`src/rtl/toggle_seq_pkg.sv`:
```
// Shared types and helpers for the toggle sequence generator.
// State encoding, default LFSR feedback mask and the Galois LFSR step function.
package toggle_seq_pkg;

   typedef enum logic [1:0] {
      IDLE = 2'd0,
      LEAD = 2'd1,
      RUN  = 2'd2,
      DONE = 2'd3
   } tsg_state_e;

   localparam int unsigned TSG_MAX_W    = 64;
   localparam logic [15:0] TSG_TAPS_DEF = 16'hB400;

   // Width-agnostic Galois step: callers zero-extend to TSG_MAX_W and truncate back.
   function automatic logic [TSG_MAX_W-1:0] lfsr_next(input logic [TSG_MAX_W-1:0] x,
                                                      input logic [TSG_MAX_W-1:0] taps);
      return (x >> 1) ^ (x[0] ? taps : '0);
   endfunction

endpackage

```
`src/rtl/toggle_seq_lfsr.sv`:
```
// Galois LFSR register with load/advance controls and zero-seed fixup.
// Exposes the fixed-up seed and the next value combinationally for same-edge use.
module toggle_seq_lfsr
   import toggle_seq_pkg::*;
#(
   parameter int unsigned      WIDTH = 16,
   parameter logic [WIDTH-1:0] TAPS  = WIDTH'(TSG_TAPS_DEF)
) (
   input  logic             clk,
   input  logic             rst_n,
   input  logic             load_i,
   input  logic [WIDTH-1:0] seed_i,
   input  logic             adv_i,
   output logic [WIDTH-1:0] seed_fix_c,
   output logic [WIDTH-1:0] lfsr_nxt_c
);

   logic [WIDTH-1:0] lfsr_q;
   logic [WIDTH-1:0] lfsr_d;

   // An all-zero state would lock the LFSR, so a zero seed becomes 1.
   assign seed_fix_c = (seed_i == '0) ? WIDTH'(1) : seed_i;
   assign lfsr_nxt_c = WIDTH'(lfsr_next(TSG_MAX_W'(lfsr_q), TSG_MAX_W'(TAPS)));

   always_comb begin
      lfsr_d = lfsr_q;
      if (load_i) begin
         lfsr_d = seed_fix_c;
      end else if (adv_i) begin
         lfsr_d = lfsr_nxt_c;
      end
   end

   always_ff @(posedge clk or negedge rst_n) begin
      if (!rst_n) begin
         lfsr_q <= WIDTH'(1);
      end else begin
         lfsr_q <= lfsr_d;
      end
   end

endmodule

```
`src/rtl/toggle_seq_gen.sv`:
```
// Burst stimulus generator: lead beat, then LFSR-driven RUN beats with a toggling flag.
// Optional TOGGLE_SEQ_GEN_ERR_INJ_EN adds err_inj_i to corrupt selected RUN beats.
module toggle_seq_gen
   import toggle_seq_pkg::*;
#(
   parameter int unsigned      WIDTH = 16,
   parameter int unsigned      CNT_W = 8,
   parameter logic [WIDTH-1:0] TAPS  = WIDTH'(TSG_TAPS_DEF)
) (
   input  logic             clock,
   input  logic             reset_n,
   input  logic             start_valid,
   output logic             start_ready,
   input  logic [CNT_W-1:0] start_len,
   input  logic [WIDTH-1:0] start_seed,
   input  logic             abort_i,
`ifdef TOGGLE_SEQ_GEN_ERR_INJ_EN
   input  logic             err_inj_i,
`endif
   output logic [WIDTH-1:0] a_o,
   output logic [WIDTH-1:0] b_o,
   output logic             c_o,
   output logic             d_o,
   output logic             valid_o,
   output logic             busy_o,
   output logic             done_o
);

   tsg_state_e       state_q, state_d;
   logic [CNT_W-1:0] cnt_q, cnt_d;
   logic [WIDTH-1:0] a_q, a_d;
   logic [WIDTH-1:0] b_q, b_d;
   logic             c_q, c_d;
   logic             valid_q, valid_d;
   logic             busy_q, busy_d;
   logic             done_q, done_d;
   logic             ready_q, ready_d;
   logic             lfsr_load;
   logic             lfsr_adv;
   logic             run_beat;
   logic [WIDTH-1:0] seed_fix;
   logic [WIDTH-1:0] lfsr_nxt;

   toggle_seq_lfsr #(
      .WIDTH (WIDTH),
      .TAPS  (TAPS)
   ) u_lfsr (
      .clk        (clock),
      .rst_n      (reset_n),
      .load_i     (lfsr_load),
      .seed_i     (start_seed),
      .adv_i      (lfsr_adv),
      .seed_fix_c (seed_fix),
      .lfsr_nxt_c (lfsr_nxt)
   );

   // Next state and next registered outputs; cnt_q counts RUN beats still to emit.
   always_comb begin
      state_d   = state_q;
      cnt_d     = cnt_q;
      a_d       = '0;
      b_d       = '0;
      c_d       = 1'b0;
      valid_d   = 1'b0;
      done_d    = 1'b0;
      lfsr_load = 1'b0;
      lfsr_adv  = 1'b0;
      run_beat  = 1'b0;

      unique case (state_q)
         IDLE: begin
            if (start_valid && ready_q) begin
               state_d   = LEAD;
               cnt_d     = start_len;
               lfsr_load = 1'b1;
               a_d       = seed_fix;
               b_d       = seed_fix;
               valid_d   = 1'b1;
            end
         end
         LEAD, RUN: begin
            if (abort_i) begin
               state_d = IDLE;
            end else if (cnt_q == '0) begin
               state_d = DONE;
               done_d  = 1'b1;
            end else begin
               state_d  = RUN;
               run_beat = 1'b1;
            end
         end
         DONE: begin
            state_d = IDLE;
         end
         default: begin
            state_d = IDLE;
         end
      endcase

      if (run_beat) begin
         lfsr_adv = 1'b1;
         cnt_d    = cnt_q - CNT_W'(1);
         a_d      = lfsr_nxt;
         b_d      = lfsr_nxt;
         c_d      = ~c_q;
         valid_d  = 1'b1;
`ifdef TOGGLE_SEQ_GEN_ERR_INJ_EN
         if (err_inj_i) begin
            b_d = lfsr_nxt ^ WIDTH'(1);
            c_d = c_q;
         end
`endif
      end

      busy_d  = (state_d == LEAD) || (state_d == RUN);
      ready_d = (state_d == IDLE);
   end

   always_ff @(posedge clock or negedge reset_n) begin
      if (!reset_n) begin
         state_q <= IDLE;
         cnt_q   <= '0;
         a_q     <= '0;
         b_q     <= '0;
         c_q     <= 1'b0;
         valid_q <= 1'b0;
         busy_q  <= 1'b0;
         done_q  <= 1'b0;
         ready_q <= 1'b0;
      end else begin
         state_q <= state_d;
         cnt_q   <= cnt_d;
         a_q     <= a_d;
         b_q     <= b_d;
         c_q     <= c_d;
         valid_q <= valid_d;
         busy_q  <= busy_d;
         done_q  <= done_d;
         ready_q <= ready_d;
      end
   end

   assign start_ready = ready_q;
   assign a_o         = a_q;
   assign b_o         = b_q;
   assign c_o         = c_q;
   assign d_o         = 1'b0;
   assign valid_o     = valid_q;
   assign busy_o      = busy_q;
   assign done_o      = done_q;

endmodule
```
`config.mk`:
```
export PLATFORM = sky130hd
export DESIGN_NAME = toggle_seq_gen
export DESIGN_NICKNAME = d
export VERILOG_FILES = /design/src/rtl/toggle_seq_pkg.sv /design/src/rtl/toggle_seq_lfsr.sv /design/src/rtl/toggle_seq_gen.sv
export SDC_FILE = /design/constraint.sdc
export NUM_CORES = 1
export LEC_CHECK = 0
export BUFFER_PORTS_ARGS = -buffer_cell sky130_fd_sc_hd__buf_2
export CAP_MARGIN = 10
export CORE_UTILIZATION = 55
export DETAILED_ROUTE_END_ITERATION = 6
export PLACE_DENSITY = 0.95
export SETUP_SLACK_MARGIN = 0.5
export SYNTH_ARGS = -nofsm -noshare
export SYNTH_HDL_FRONTEND = slang
export SYNTH_SLANG_ARGS = --single-unit
```
`constraint.sdc`:
```
create_clock -name clock -period 5 [get_ports clock]
set_input_delay 0.5 -clock clock [delete_from_list [all_inputs] [get_ports clock]]
set_output_delay 0.5 -clock clock [all_outputs]
set_load 0.02 [all_outputs]
```
==> impl_metrics.env <==
export IMPL_fin_crit_ns=2.44
export IMPL_placed_cell_area_um2=2500
export IMPL_grt_max_degree=48
export IMPL_postLayoutCellArea_um2=2610
export IMPL_io_pins=66
export IMPL_fp_dieW_um=66.9
export IMPL_seqPwrFrac=0.377
export IMPL_cts_tree="yes"
export IMPL_synth_edf_count=0
export IMPL_ir_worst_vdd_v=0.000317
export IMPL_synth_cell_area_um2=2310
export IMPL_area_delta_synth_final_pct=12.9
export IMPL_fin_tns_setup_ns=0
export IMPL_async_flop_share=1.00
export IMPL_finalNetCount=309
export IMPL_root_buffer="clkbuf_8"
export IMPL_layout_drive_gt1_share=0.283
export IMPL_die_area_um2=4470
export IMPL_cts_resized=0
export IMPL_antenna_found_initial=0
export IMPL_portBuffers=64
export IMPL_routed_wl_um=4890
export IMPL_vias_per_cell=5.81
export IMPL_ctsHoldBuffers=0
export IMPL_clkSinkCount=47
export IMPL_syn_avg_cell_area_um2=9.77
export IMPL_synth_top_area_cell="dfrtp_1"
export IMPL_grt_remaining_overflow=0
export IMPL_p_per_area_nw_per_um2=711
export IMPL_required_ns=5.21
export IMPL_critical_path_class="reg -> reg"
export IMPL_insertion_delay_ns=0.31
export IMPL_yosysTopAreaCellShare=0.497
export IMPL_vias=1912
export IMPL_setup_viol=0
export IMPL_wire_per_inst_um=14.9
export IMPL_gp_congestion=0.782
export IMPL_cts_max_level=2
export IMPL_clk_path_buf_depth=2
export IMPL_grt_pass1_vias=1714
export IMPL_cts_buffers=5
export IMPL_synth_seq_cells=47
export IMPL_crit_arrival_ns=2.65
export IMPL_synth_cell_type_count=38
export IMPL_initial_core_util=0.575
export IMPL_grt_pass1_wl_um=7860
export IMPL_syn_inst=237
export IMPL_fp_row_count=23
export IMPL_yosysWarnings=0
export IMPL_skew_ns=0.00519
export IMPL_finalMaxSlewViolations=0
export IMPL_synth_common_cells="dfrtp_1 (46), a21oi_1 (33), nand2_1 (23)"
export IMPL_hold_ws_ns=0.366
export IMPL_worstHoldPathType="in -> async"
export IMPL_fin_cells=329
export IMPL_cts_setup_buffers=0
export IMPL_core_area_um2=4030
export IMPL_cp_max_fo=23
export IMPL_seq_area_frac_synth=0.509
export IMPL_clk_pin_slew_ns=0.09
export IMPL_rsz0062_at_grt="false"
export IMPL_p_int_uw=1060
export IMPL_pwr_share_comb=0.468
export IMPL_synth_fp_nets=268
export IMPL_drt_pass1_iterations=4
export IMPL_ant_nets=0
export IMPL_power_frac_clock=0.155
export IMPL_grt_total_usage=0.242
export IMPL_drcViolationCount=0
export IMPL_drv_cap=0
export IMPL_synth_most_common_cell="dfrtp_1"
export IMPL_finalCritPeriodShare=0.488
export IMPL_hpwlAfterDp_um=3350
export IMPL_drtIter0Drc=278
export IMPL_hold_viol=0
export IMPL_synth_main_ff_cell="dfrtp_1"
export IMPL_status="complete, no violations"
export IMPL_max_slew_margin_rel=0.319
export IMPL_p_leak_uw=0.00132
export IMPL_worstSetupStartpointType="flip-flop"
export IMPL_swShare=0.430
export IMPL_endpoint_kind="flip-flop"
export IMPL_die_h_um=66.9
export IMPL_clock_fmax_mhz=410
export IMPL_dp_cells=321
export IMPL_p_switching_uw=799
export IMPL_antenna_cells=0
export IMPL_synth_area_top_cells="dfrtp_1 (50%), a21oi_1 (7.1%), buf_4 (6.5%)"
export IMPL_power_uw=1860
export IMPL_tightest_slew_ns=1.02
[layout by cell type, fill, tap and decap left out, types with 2 or more instances in the layout]
cell,instances
buf_2,64
dfrtp_1,46
a21oi_1,33
nand2_1,23
nor2_1,21
a22o_1,15
nand3_1,7
o21ai_0,6
clkbuf_8,6
inv_1,5
nand2b_1,5
nor3_1,5
mux2i_1,5
nor4_1,4
xnor2_1,3
ha_1,3
o22ai_1,2
and3_1,2
a32oi_1,2
a211oi_1,2
buf_4,2
[area by class of cell]
type | instances | area, um2
clock buffer | 6 | 82.6
clock inverter | 2 | 35.0
fill | 336 | 1420
inverter | 5 | 18.8
multi-input combinational | 153 | 902
sequential | 47 | 1180
tap | 50 | 62.6
timing repair buffer | 66 | 335
[flip-flops by register name (all words and copies together), names as in the netlist]
signal,flops
b_o,16
u_lfsr.lfsr_q,16
cnt_q,8
state_q,2
busy_o,1
c_o,1
done_o,1
start_ready,1
valid_o,1
[logic make-up (layout without fill, tap and decap cells)]
group	count (synthesis)	in the layout	synth area share
AOI/OAI and AO/OA	68	68	0.190
muxes	5	5	0.0216
DFF	47	47	0.509
other	1	1	0.00162
buffers and inverters	37	79	0.102
adders and majority gates	3	3	0.0162
and+or+nand+nor	73	73	0.149
xor gates and xnor gates	3	3	0.0114
[critical path, cell delays in order, from the launching register on]
cell and delay [ns]:
dfrtp_1 0.37, inv_1 0.07, ha_1 0.27, nand2b_1 0.22, a31oi_2 0.69, buf_4 0.38, nor3_1 0.08, nor4_1 0.26
[per-layer routing]
metal / wire length, um / track usage / vias up
met3: 312 / 0.0634 / 12
met2: 2430 / 0.381 / 78
met5: 0 / 0 / -
met1: 2020 / 0.301 / 925
li1: - / - / 897
met4: 125 / 0.128 / 0
[per-stage QoR]
step / util / setup slack [ns]
floorplan: - / 3.29
global placement: 0.620 / 2.62
detailed placement: 0.620 / 2.58
CTS: 0.649 / 2.58
global route: 0.649 / 2.35
finish: 0.649 / 2.56
[power groups by stage]
stage | logic (uW) | clock network [uW] | registers [uW]
floorplan | 656 | 0 | 764
global placement | 835 | 0 | 689
detailed placement | 870 | 0 | 703
CTS | 875 | 293 | 698
global route | 967 | 308 | 728
finish | 869 | 289 | 700
[path summary, 6_finish.rpt]
kind	startpoint	endpoint	slack (ns)	cells past startpoint
worst max-delay path	state_q[1]$_DFF_PN0_	cnt_q[4]$_DFFE_PN0P_	2.56	7
worst min-delay path	reset_n	u_lfsr.lfsr_q[8]$_DFFE_PN0P_	0.37	1
worst max register to register	state_q[1]$_DFF_PN0_	cnt_q[4]$_DFFE_PN0P_	2.56	7
worst min register to register	c_o$_DFF_PN0_	c_o$_DFF_PN0_	0.42	1
max in group asynchronous	reset_n	done_o$_DFF_PN0_	4.00	1
min in group clock	c_o$_DFF_PN0_	c_o$_DFF_PN0_	0.42	1
Power figures use the tool's default switching activity.
